**src/rtl/bitsim_pkg.sv**
```systemverilog
// Shared width helpers and lane-bundle type for the bit-serial shift-accumulator.
package bitsim_pkg;

  localparam int unsigned DefDataWidth = 8;
  localparam int unsigned DefNumLane   = 8;

  // Each term is data_width+1 bits; summing num_lane of them grows by log2(num_lane).
  function automatic int unsigned sum_width(input int unsigned data_width,
                                            input int unsigned num_lane);
    return data_width + 1 + $clog2(num_lane);
  endfunction

  function automatic int unsigned acc_width(input int unsigned data_width,
                                            input int unsigned num_lane,
                                            input int unsigned weight_bits);
    return sum_width(data_width, num_lane) + weight_bits;
  endfunction

  // Lane i sits at bits [i*(DefDataWidth+1) +: DefDataWidth+1].
  typedef logic [DefNumLane-1:0][DefDataWidth:0] lane_bundle_t;

endpackage

```
**src/rtl/signed_adder_tree.sv**
```systemverilog
// Combinational signed adder tree over NUM_LANE two's-complement terms.
module signed_adder_tree
  import bitsim_pkg::*;
#(
  parameter int unsigned  NUM_LANE  = 8,
  parameter int unsigned  IN_WIDTH  = 9,
  localparam int unsigned OUT_WIDTH = sum_width(IN_WIDTH - 1, NUM_LANE)
) (
  input  logic        [NUM_LANE*IN_WIDTH-1:0] terms,
  output logic signed [OUT_WIDTH-1:0]         sum
);

  // Heap-ordered tree: leaves at [NUM_LANE-1 .. 2*NUM_LANE-2], root at 0.
  logic signed [OUT_WIDTH-1:0] node [2*NUM_LANE-1];

  always_comb begin
    for (int i = 0; i < 2 * NUM_LANE - 1; i++) begin
      node[i] = '0;
    end
    for (int i = 0; i < NUM_LANE; i++) begin
      node[NUM_LANE-1+i] = OUT_WIDTH'($signed(terms[i*IN_WIDTH +: IN_WIDTH]));
    end
    for (int i = NUM_LANE - 2; i >= 0; i--) begin
      node[i] = node[2*i+1] + node[2*i+2];
    end
    sum = node[0];
  end

endmodule

```
**src/rtl/bitserial_shift_acc.sv**
```systemverilog
// Bit-serial shift-accumulator: registered lane sum, MSB-first fold, valid/ready result register.
module bitserial_shift_acc
  import bitsim_pkg::*;
#(
  parameter int unsigned  DATA_WIDTH  = 8,
  parameter int unsigned  NUM_LANE    = 8,
  parameter int unsigned  WEIGHT_BITS = 7,
  localparam int unsigned SUM_WIDTH   = sum_width(DATA_WIDTH, NUM_LANE),
  localparam int unsigned ACC_WIDTH   = acc_width(DATA_WIDTH, NUM_LANE, WEIGHT_BITS)
) (
  input  logic                                   clk,
  input  logic                                   rst_n,
  input  logic                                   in_valid,
  output logic                                   in_ready,
  input  logic [NUM_LANE*(DATA_WIDTH+1)-1:0]     in_terms,
  input  logic                                   in_last,
  output logic                                   out_valid,
  input  logic                                   out_ready,
  output logic signed [ACC_WIDTH-1:0]            out_data,
  output logic                                   out_err
);

  localparam int unsigned      BeatWidth = (WEIGHT_BITS > 1) ? $clog2(WEIGHT_BITS) : 1;
  localparam logic [BeatWidth-1:0] LastBeat = BeatWidth'(WEIGHT_BITS - 1);

  logic                        enable;
  logic                        accept;
  logic                        closing;
  logic signed [SUM_WIDTH-1:0] tree_sum;

  logic [BeatWidth-1:0]        beat_cnt_q;
  logic                        s1_valid_q;
  logic                        s1_last_q;
  logic [BeatWidth-1:0]        s1_beat_q;
  logic signed [SUM_WIDTH-1:0] s1_sum_q;

  logic signed [ACC_WIDTH-1:0] acc_q;
  logic signed [ACC_WIDTH-1:0] acc_d;
  logic                        s2_close;
  logic                        s2_err;

  // A pending result that downstream refuses freezes the whole pipe.
  assign enable   = !(out_valid && !out_ready);
  assign in_ready = enable;
  assign accept   = in_valid && enable;
  assign closing  = in_last || (beat_cnt_q == LastBeat);

  signed_adder_tree #(
    .NUM_LANE (NUM_LANE),
    .IN_WIDTH (DATA_WIDTH + 1)
  ) u_tree (
    .terms (in_terms),
    .sum   (tree_sum)
  );

  always_ff @(posedge clk or negedge rst_n) begin
    if (!rst_n) begin
      beat_cnt_q <= '0;
      s1_valid_q <= 1'b0;
      s1_last_q  <= 1'b0;
      s1_beat_q  <= '0;
      s1_sum_q   <= '0;
    end else if (enable) begin
      s1_valid_q <= accept;
      if (accept) begin
        s1_sum_q   <= tree_sum;
        s1_last_q  <= in_last;
        s1_beat_q  <= beat_cnt_q;
        beat_cnt_q <= closing ? '0 : beat_cnt_q + 1'b1;
      end
    end
  end

  // Forced close only counts as an error when in_last was not also present.
  always_comb begin
    s2_close = s1_last_q || (s1_beat_q == LastBeat);
    s2_err   = !s1_last_q && (s1_beat_q == LastBeat);
    acc_d    = ACC_WIDTH'(s1_sum_q);
    if (s1_beat_q != '0) begin
      acc_d = (acc_q <<< 1) + ACC_WIDTH'(s1_sum_q);
    end
  end

  always_ff @(posedge clk or negedge rst_n) begin
    if (!rst_n) begin
      acc_q     <= '0;
      out_valid <= 1'b0;
      out_data  <= '0;
      out_err   <= 1'b0;
    end else if (enable) begin
      out_valid <= s1_valid_q && s2_close;
      if (s1_valid_q) begin
        acc_q <= acc_d;
        if (s2_close) begin
          out_data <= acc_d;
          out_err  <= s2_err;
        end
      end
    end
  end

endmodule

```
**config.mk**
```make
export PLATFORM = sky130hd
export DESIGN_NAME = bitserial_shift_acc
export DESIGN_NICKNAME = d
export VERILOG_FILES = /design/src/rtl/bitsim_pkg.sv /design/src/rtl/signed_adder_tree.sv /design/src/rtl/bitserial_shift_acc.sv
export SDC_FILE = /design/constraint.sdc
export NUM_CORES = 1
export LEC_CHECK = 0
export BUFFER_PORTS_ARGS = -buffer_cell sky130_fd_sc_hd__buf_2
export CELL_PAD_IN_SITES_DETAIL_PLACEMENT = 1
export CELL_PAD_IN_SITES_GLOBAL_PLACEMENT = 1
export CORE_ASPECT_RATIO = 1.1
export CORE_MARGIN = 1.5
export CORE_UTILIZATION = 40
export CTS_CLUSTER_DIAMETER = 80
export DETAILED_ROUTE_END_ITERATION = 16
export GPL_ROUTABILITY_DRIVEN = 0
export PLACE_DENSITY = 0.87
export SLEW_MARGIN = 15
export SYNTH_ARGS = -nofsm -noshare
export SYNTH_HDL_FRONTEND = slang
export SYNTH_SLANG_ARGS = --single-unit
```
**constraint.sdc**
```tcl
create_clock -name clk -period 3.8 [get_ports clk]
set_input_delay 0.19 -clock clk [delete_from_list [all_inputs] [get_ports clk]]
set_output_delay 0.19 -clock clk [all_outputs]
set_load 0.1 [all_outputs]
```
==> results.toml, run 1 <==
[outcome]
status = "finished, violations left"
violations = "negative setup slack"

[die]
io_pins = 99
die_x_um = 112.7
die_h_um = 123.7
dieArea_um2 = 13940
core.rowCount = 43
start_util_pct = 41.55
placeableCoreArea_um2 = 12750

[critical_path]
cpMaxStageDelayCell = "a2111oi_1"
crit_arrival_ps = 4140
cp_cell_sequence = "buf_2 -> ha_1 -> a21o_1 -> a21oi_2 -> o21bai_1 -> a21oi_2 -> o21ai_2 -> a2111oi_1 -> a21oi_1 -> fa_1 -> inv_1 -> fa_1 -> ha_1 -> a211oi_1 -> a31oi_1 -> xnor2_1 -> o21ai_1"
critPathTopFamily = "compound AO/OA/AOI/OAI gates"
startpoint_type = "input pin"
path_max_fanout = 3
worst_r2r_startpoint = "s1_sum_q[1]$_DFFE_PN0P_"
crit_path_max_incr_delay_ps = 580
path_buf_inv = 2
r2r_end = "acc_q[17]$_DFFE_PN0P_"
critPathCaptureType = "register"
worst-setup-path-type = "in -> reg"
reg2reg_depth = 11
r2r_slack_ps = 1070
cp.required_ps = 3990

[power_and_ir_drop]
power.leakage_nw = 3.479
swShare_pct = 50.57
p_int_mw = 3.471
power_frac_comb_pct = 72.6
peakVddDrop_uv = 306.2
pwr_density_cell_nw_per_um2 = 1019
p_sw_mw = 3.551
power_mw = 7.022
clock_power_share_pct = 11.4
seqPwrFrac_pct = 16.1

[logic_synthesis]
yosys.area.top_type = "dfrtp_1"
synth_cell_type_count = 48
synth-async-reset-ratio_pct = 100.0
synth_common_cells = "nand2_1 (82), ha_1 (66), inv_1 (63), dfrtp_1 (59), o21ai_0 (57)"
synth.net_count = 771
syn_inst = 602
synthTopCellsByArea = "dfrtp_1 (28%), ha_1 (16%), fa_1 (9.8%)"
ys_ff_latch = 59
netlist.area_leader.share_pct = 27.87
yosysWarningCount = 0
syn_area_per_cell_um2 = 8.800
synth.most_common_cell = "nand2_1"
yosysSeqAreaShare_pct = 27.87
netlist_area_um2 = 5298
synth_edf_count = 0
synth_ff_type = "dfrtp_1"

[global_route]
grt_pass1_vias = 5408
grt_max_degree = 40
overflow = 0
grt_pass1_wl_um = 24700
grt_usage_pct = 22.09
antenna_found_initial = 0

[placed_design]
io_buffers = 98
dp.cells = 876
dp_hpwl_um = 11590
dp_slack_ps = -553.2

[cells_and_area]
area_growth_pct = 30.04
nets = 911
multi_input_area_um2 = 3797
regArea_um2 = 1476
fillers = 1497
drive_gt1_share_pct = 29.59
n_antenna_cell = 0
final_cells = 904

[sta]
fin_crit_ps = 3956
skew_ps = 7.436
fin_crit_sh_pct = 104.1
worst_pin_slew_ps = 1062
final-max-slew-violation-count = 0
maxSlewHeadroom_pct = 29.00
holdWs_ps = 109.2
hold_viol = 0
setup-tns-final_ps = -324.6
setup_viol = 3
setup_slack_ps = -156.3
rsz0062_at_grt = "yes"
fmax_mhz = 252.8

[clocking]
cts_made_buffers = 9
cts_max_level = 3
cts_sinks = 59
root_buffer = "clkbuf_16"
insertion_delay_ps = 340
cts_tree = "built"
clkTransAtPathRegs_ps = 50
clock_path_buffers = 2

[routing]
avgViaCountPerCell = 5.438
ant_nets = 0
finalWirelength_um = 15800
drtIter0Drc = 176
dr.pass1.iters = 6
vias = 4916
drc_errors = 0
detail_route.wl_per_cell_um = 17.48

[min_path]
hold_depth = 2
min_path_type = "in -> reg"
hold_end = "beat_cnt_q[2]$_DFFE_PN0P_"
hp-start = "in_last"

[job]
maxCapViolCount = 0
==> worst max-delay path by stage <==
| stage | cells past startpoint | startpoint | endpoint |
|---|---|---|---|
| after CTS | 20 | in_terms[37] | s1_sum_q[10]$_DFFE_PN0P_ |
| final | 17 | in_terms[28] | s1_sum_q[11]$_DFFE_PN0P_ |
| after global routing | 17 | in_terms[28] | s1_sum_q[11]$_DFFE_PN0P_ |
| after global placement | 18 | in_terms[54] | s1_sum_q[9]$_DFFE_PN0P_ |
| after detailed placement | 20 | in_terms[18] | s1_sum_q[11]$_DFFE_PN0P_ |
| after floorplan | 19 | in_terms[37] | s1_sum_q[10]$_DFFE_PN0P_ |
==> worst register-to-register path, delay by kind of cell, from the launching register on <==
| kind | cells | cell delay, ps |
|---|---|---|
| AOI/OAI and AO/OA | 5 | 1120 |
| buffers and inverters | 1 | 60 |
| adders and majority gates | 2 | 590 |
| xor gates and xnor gates | 1 | 190 |
| DFF | 1 | 380 |
| and+or+nand+nor | 2 | 270 |
==> power groups by stage <==
stage                     Combinational, mW  Sequential [mW]  Clock [mW]
after CTS                              4.81             1.13       0.817
after floorplan                        2.70             1.77           0
after detailed placement               4.64             1.13           0
after global placement                 4.34             1.11           0
final                                  5.10             1.13       0.798
after global routing                   5.61             1.17       0.841
==> per-stage QoR <==
stage | util [%] | cell area [um2]
6_report | 54.03 | 6889
3_3_place_gp | 48.87 | 6231
4_1_cts | 52.35 | 6675
5_1_grt | 54.03 | 6889
3_5_place_dp | 48.87 | 6231
2_1_floorplan | - | 5343
==> per-layer routing <==
metal | vias to the layer above | GRT usage [%] | share of wire (%)
li1 | 2336 | - | -
met1 | 2422 | 23.74 | 38
met2 | 128 | 43.67 | 56
met3 | 30 | 2.968 | 3.4
met4 | 0 | 8.861 | 2.2
met5 | - | 0 | 0
==> final cells by class <==
class | instances | area share, %
clock buffer | 11 | 3.523
clock inverter | 5 | 0.7628
inverter | 63 | 3.433
timing repair buffer | 144 | 12.88
tap | 157 | 2.851
sequential | 59 | 21.43
multi-input combinational | 465 | 55.12
==> repair_timing <==
| item | CTS | global route |
|---|---|---|
| endpoints found under the setup margin | 3 | 4 |
| pin swaps | 24 | 41 |
| resized for setup | 20 | 42 |
| setup buffers | 5 | 6 |
| hold buffers | 1 | 0 |
| endpoints found under the hold margin | 20 | 0 |
| gates cloned | 0 | 0 |
==> sequential cells by signal, summed over array words and instances (netlist names) <==
signal,cells
acc_q,18
s1_last_q,1
beat_cnt_q,3
out_err,1
s1_valid_q,1
s1_beat_q,3
out_valid,1
s1_sum_q,12
out_data,19
==> cell usage in the layout, fill, tap and decap left out, types with 6 or more instances in the layout <==
cell and instances:
buf_2 92, ha_1 57, a21oi_1 38, mux2_2 6, clkbuf_16 9, nand2_1 82, a21oi_2 13, buf_6 9
xnor2_1 18, o21ai_0 51, inv_1 56, dfrtp_1 59, a21o_1 17, inv_2 7, buf_4 42, o21ai_1 19
nor3_1 6, a31oi_1 7, nor2_1 19, ha_4 9, xor2_1 24, fa_1 22, a211oi_1 6
==> logic make-up (layout without fill, tap and decap cells) <==
group	after synthesis	in the layout	synth area share, %
adder cells (fa/ha/maj)	92	92	25.41
multiplexers	8	8	1.653
XOR/XNOR	49	49	8.101
AO/OA/AOI/OAI	183	183	20.31
buffers and inverters	78	223	5.550
flip-flops	59	59	27.87
AND/OR/NAND/NOR	133	133	11.10
Note: power is estimated with default switching activity, not from simulation.
==> run 2, diff against run 1 <==
- SETUP_SLACK_MARGIN: not set -> 0.15
==> results.toml, run 2 (synthesis gave the netlist of run 1 again) <==
[global_route]
grt_usage_pct = 22.79
antenna_found_initial = 0
overflow = 0
grt_pass1_vias = 5514
grt_max_degree = 38
grt_pass1_wl_um = 25360

[placed_design]
dp.cells = 867
io_buffers = 98
dp_slack_ps = -555.0
dp_hpwl_um = 11320
postPlaceCellArea_um2 = 6274

[critical_path]
worst_r2r_startpoint = "s1_sum_q[11]$_DFFE_PN0P_"
startpoint_type = "input pin"
r2r_slack_ps = 1120
crit_arrival_ps = 3970
reg2reg_depth = 9
path_max_fanout = 3
critPathCaptureType = "register"
cp.required_ps = 3980
r2r_end = "out_data[18]$_DFFE_PN0P_"
crit_path_max_incr_delay_ps = 570
cp_cell_sequence = "buf_8 -> ha_4 -> a21o_1 -> a21oi_2 -> o21bai_1 -> a21oi_2 -> buf_4 -> xnor2_4 -> fa_1 -> inv_2 -> fa_1 -> inv_2 -> ha_4 -> a21boi_4 -> o21a_1 -> or3_1 -> a31oi_2 -> xor2_1 -> o21ai_1"
cpMaxStageDelayCell = "fa_1"
worst-setup-path-type = "in -> reg"

[outcome]
status = "finished clean"

[sta]
setup_viol = 0
rsz0062_at_grt = "yes"
setup-tns-final_ps = 0
final-max-slew-violation-count = 0
worst_pin_slew_ps = 1039
fin_crit_ps = 3791
hold_viol = 0
maxSlewHeadroom_pct = 30.58
holdWs_ps = 98.22
setup_slack_ps = 8.821
fin_crit_sh_pct = 99.77
skew_ps = 6.104
fmax_mhz = 263.8

[die]
dieArea_um2 = 13940
io_pins = 99
placeableCoreArea_um2 = 12750
die_h_um = 123.7
die_x_um = 112.7
core.rowCount = 43
start_util_pct = 41.55

[cells_and_area]
drive_gt1_share_pct = 31.53
final_cell_mix = "buf_2 (88), nand2_1 (82), dfrtp_1 (59)"
final_area_um2 = 7014
regMostFlops = "out_data"
utilization_pct = 55.01
final_common_cell = "buf_2"
largest_reg_flops = 19
n_antenna_cell = 0
nets = 904
area_growth_pct = 32.40
top_regs = "out_data x19, acc_q x18, s1_sum_q x12"
final_cells = 896

[routing]
ant_nets = 0
vias = 4889
m1WireLength_um = 6131
highest_layer = "met4"
finalWirelength_um = 16030
wl_met2_um = 8892
drtIter0Drc = 156
drc_errors = 0
avgViaCountPerCell = 5.456
dr.pass1.iters = 4
wl_met3_um = 533
detail_route.wl_per_cell_um = 17.89

[clocking]
insertion_delay_ps = 330
cts_made_buffers = 9
cts_sinks = 59
root_buffer = "clkbuf_16"
cts_tree = "built"
clkTransAtPathRegs_ps = 50
cts_max_level = 3
clock_path_buffers = 2

[job]
maxCapViolCount = 0

[power_and_ir_drop]
power.leakage_nw = 3.463
pwr_density_cell_nw_per_um2 = 1006
power_mw = 7.060
peakVddDrop_uv = 305.7

[min_path]
min_path_type = "in -> reg"
hp-start = "in_last"
hold_end = "beat_cnt_q[2]$_DFFE_PN0P_"
hold_depth = 2
## run 2: worst max-delay path by stage
stage / depth (start not counted) / to / startpoint
CTS: 20 / s1_sum_q[9]$_DFFE_PN0P_ / in_terms[45]
global placement: 20 / s1_sum_q[10]$_DFFE_PN0P_ / in_terms[18]
finish: 19 / s1_sum_q[9]$_DFFE_PN0P_ / in_terms[64]
detailed placement: 17 / s1_sum_q[11]$_DFFE_PN0P_ / in_terms[37]
floorplan: 19 / s1_sum_q[10]$_DFFE_PN0P_ / in_terms[37]
global route: 19 / s1_sum_q[9]$_DFFE_PN0P_ / in_terms[64]
## run 2: layer usage
layer,track usage (%),vias up
li1,-,2330
met3,3.309,40
met4,11.55,0
met5,0,-
met1,23.84,2381
met2,44.51,138
## run 2: area by class of cell
class,instances,area (um2)
tap,157,196.4
multi-input combinational,465,3984
inverter,63,236.5
clock inverter,3,15.01
timing repair buffer,137,859.6
sequential,59,1476
fill,1462,5737
clock buffer,12,246.5
## run 2: worst max-delay path: cells and delay by family
kind / cells / cell delay, ps
adders and majority gates: 4 / 1570
AOI/OAI and AO/OA: 8 / 1240
buffers and inverters: 4 / 370
and+or+nand+nor: 1 / 330
xor gates and xnor gates: 2 / 240
## run 2: what timing repair did
| item | in CTS | in global routing |
|---|---|---|
| pin swaps | 52 | 37 |
| hold endpoints to repair | 26 | 0 |
| cloned | 0 | 0 |
| endpoints found under the setup margin | 4 | 5 |
| resized for setup | 38 | 40 |
| setup buffers | 6 | 7 |
| hold buffers | 1 | 0 |
## run 2: power breakdown
part	switching, mW	internal (mW)	total [mW]
logic	3.07	2.12	5.20
registers	0.221	0.916	1.14
clock network	0.274	0.451	0.725
==> run 3, diff against run 2 <==
--- a/config.mk
+++ b/config.mk
@@ -7,3 +7,3 @@
 export LEC_CHECK = 0
-export BUFFER_PORTS_ARGS = -buffer_cell sky130_fd_sc_hd__buf_2
+export BUFFER_PORTS_ARGS = -buffer_cell sky130_fd_sc_hd__buf_4
 export CELL_PAD_IN_SITES_DETAIL_PLACEMENT = 1
==> constraint.sdc (replaced) <==
create_clock -name clk -period 3.8 [get_ports clk]
set_input_delay 0 -clock clk [delete_from_list [all_inputs] [get_ports clk]]
set_output_delay 0 -clock clk [all_outputs]
set_load 0.1 [all_outputs]
==> results.toml, run 3 (synthesis gave the netlist of run 1 again) <==
[outcome]
status = "finished clean"

[cells_and_area]
final_cell_mix = "buf_4 (122), nand2_1 (80), inv_1 (61)"
drive_gt1_share_pct = 27.42
largest_reg_flops = 19
n_antenna_cell = 0
nets = 897
final_common_cell = "buf_4"
final_cells = 890
top_regs = "out_data x19, acc_q x18, s1_sum_q x12"
final_area_um2 = 7003
area_growth_pct = 32.19
regMostFlops = "out_data"

[critical_path]
cpMaxStageDelayCell = "fa_1"
startpoint_type = "input pin"
reg2reg_depth = 11
cp_num_cells = 20
setup.worst_path.start = "in_terms[19]"
cp_cell_sequence = "buf_4 -> ha_4 -> a21o_1 -> a21oi_2 -> o21bai_1 -> a21oi_2 -> o21ai_2 -> xor2_2 -> fa_1 -> inv_1 -> fa_1 -> inv_1 -> ha_1 -> nand2_2 -> nand2_2 -> a211o_1 -> a31o_1 -> a21oi_2 -> xor2_1 -> o21ai_1"
path_buf_inv = 3
worst_r2r_startpoint = "s1_sum_q[1]$_DFFE_PN0P_"
setup.worst_path.end = "s1_sum_q[10]$_DFFE_PN0P_"
worst-setup-path-type = "in -> reg"
path_max_fanout = 2
crit_top_cell = "a21oi_2"
cp.required_ps = 3970
critPathCaptureType = "register"
crit_arrival_ps = 3830
r2r_end = "acc_q[15]$_DFFE_PN0P_"
crit_path_max_incr_delay_ps = 530
critPathTopFamily = "adder cells"
r2r_slack_ps = 1070

[sta]
final-max-slew-violation-count = 0
maxSlewHeadroom_pct = 29.86
hold_viol = 0
fmax_mhz = 273.3
worst_pin_slew_ps = 1050
skew_ps = 5.919
rsz0062_at_grt = "yes"
setup_viol = 0
setup-tns-final_ps = 0
fin_crit_ps = 3659
fin_crit_sh_pct = 96.29
setup_slack_ps = 141.1

[clocking]
root_buffer = "clkbuf_16"
clkTransAtPathRegs_ps = 50
cts_sinks = 59
cts_tree = "built"
clock_path_buffers = 2
cts_made_buffers = 9
cts_max_level = 3
insertion_delay_ps = 340

[die]
start_util_pct = 41.55
io_pins = 99
placeableCoreArea_um2 = 12750
die_x_um = 112.7
core.rowCount = 43
die_h_um = 123.7
dieArea_um2 = 13940

[job]
maxCapViolCount = 0

[placed_design]
dp.cells = 868
dp_slack_ps = -433.2
dp_hpwl_um = 11260
postPlaceCellArea_um2 = 6384
io_buffers = 98

[power_and_ir_drop]
peakVddDrop_uv = 308.2
power.leakage_nw = 3.474
pwr_density_cell_nw_per_um2 = 998.2
power_mw = 6.990

[min_path]
min_path_type = "in -> reg"

[routing]
dr.pass1.iters = 6
detail_route.wl_per_cell_um = 16.27
vias = 4764
avgViaCountPerCell = 5.353
ant_nets = 0
drtIter0Drc = 153
finalWirelength_um = 14480
drc_errors = 0

[global_route]
overflow = 0
grt_usage_pct = 20.97
grt_pass1_wl_um = 23470
grt_pass1_vias = 5210
grt_max_degree = 60
antenna_found_initial = 0
[run 3: how the worst min path moves through the flow]
| stage | startpoint | end | cells past startpoint |
|---|---|---|---|
| CTS | out_ready | out_valid$_DFFE_PN0N_ | 3 |
| finish | out_ready | out_valid$_DFFE_PN0N_ | 3 |
| detailed placement | rst_n | out_data[14]$_DFFE_PN0P_ | 1 |
| floorplan | rst_n | acc_q[0]$_DFFE_PN0P_ | 0 |
| global route | out_ready | out_valid$_DFFE_PN0N_ | 3 |
| global placement | rst_n | out_valid$_DFFE_PN0N_ | 1 |
[run 3: metal layers]
metal  wire length (um)  vias up  GRT usage [%]
li1                   -     2303              -
met3                637       21          4.672
met1               5549     2324          22.22
met4                223        0          6.092
met5                  0        -              0
met2               8070      116          41.50
[run 3: where the power goes]
group | internal [mW] | total (mW) | switching (mW) | leakage [nW]
Sequential | 0.915 | 1.14 | 0.222 | 0.734
Clock | 0.590 | 0.879 | 0.289 | 0.155
Combinational | 2.02 | 4.97 | 2.95 | 2.58
Total | 3.53 | 6.99 | 3.46 | 3.47
[run 3: worst register-to-register path, cell delays in order (launching register included)]
cell	delay, ps
dfrtp_1	380
ha_1	190
inv_1	60
fa_1	390
nand2b_1	180
a21oi_1	200
o211ai_1	160
o21ai_1	320
a31oi_1	160
xnor2_1	140
a21oi_1	270
o21ai_1	110
[run 3: per-stage QoR]
| stage | util [%] | hold slack [ps] |
|---|---|---|
| after global routing | 54.92 | 111.3 |
| final | 54.92 | 67.24 |
| after global placement | 50.06 | 106.5 |
| after detailed placement | 50.06 | 116.9 |
| after CTS | 53.31 | 62.92 |
| after floorplan | - | -295.6 |
[run 3: area by class of cell]
| type | count | area, um2 |
|---|---|---|
| multi-input cells | 465 | 3755 |
| clock buffers | 10 | 239.0 |
| clock inverters | 6 | 88.84 |
| inverters | 63 | 236.5 |
| flip-flops and latches | 59 | 1476 |
| well taps | 157 | 196.4 |
| repair buffers | 130 | 1011 |
| fillers | 1485 | 5748 |
[run 3: timing repair]
action,in CTS,in global routing
hold buffers,2,0
buffers inserted,2,2
setup endpoints to repair,4,5
pin swaps,12,40
gates resized for setup,15,41
endpoints found under the hold margin,63,0
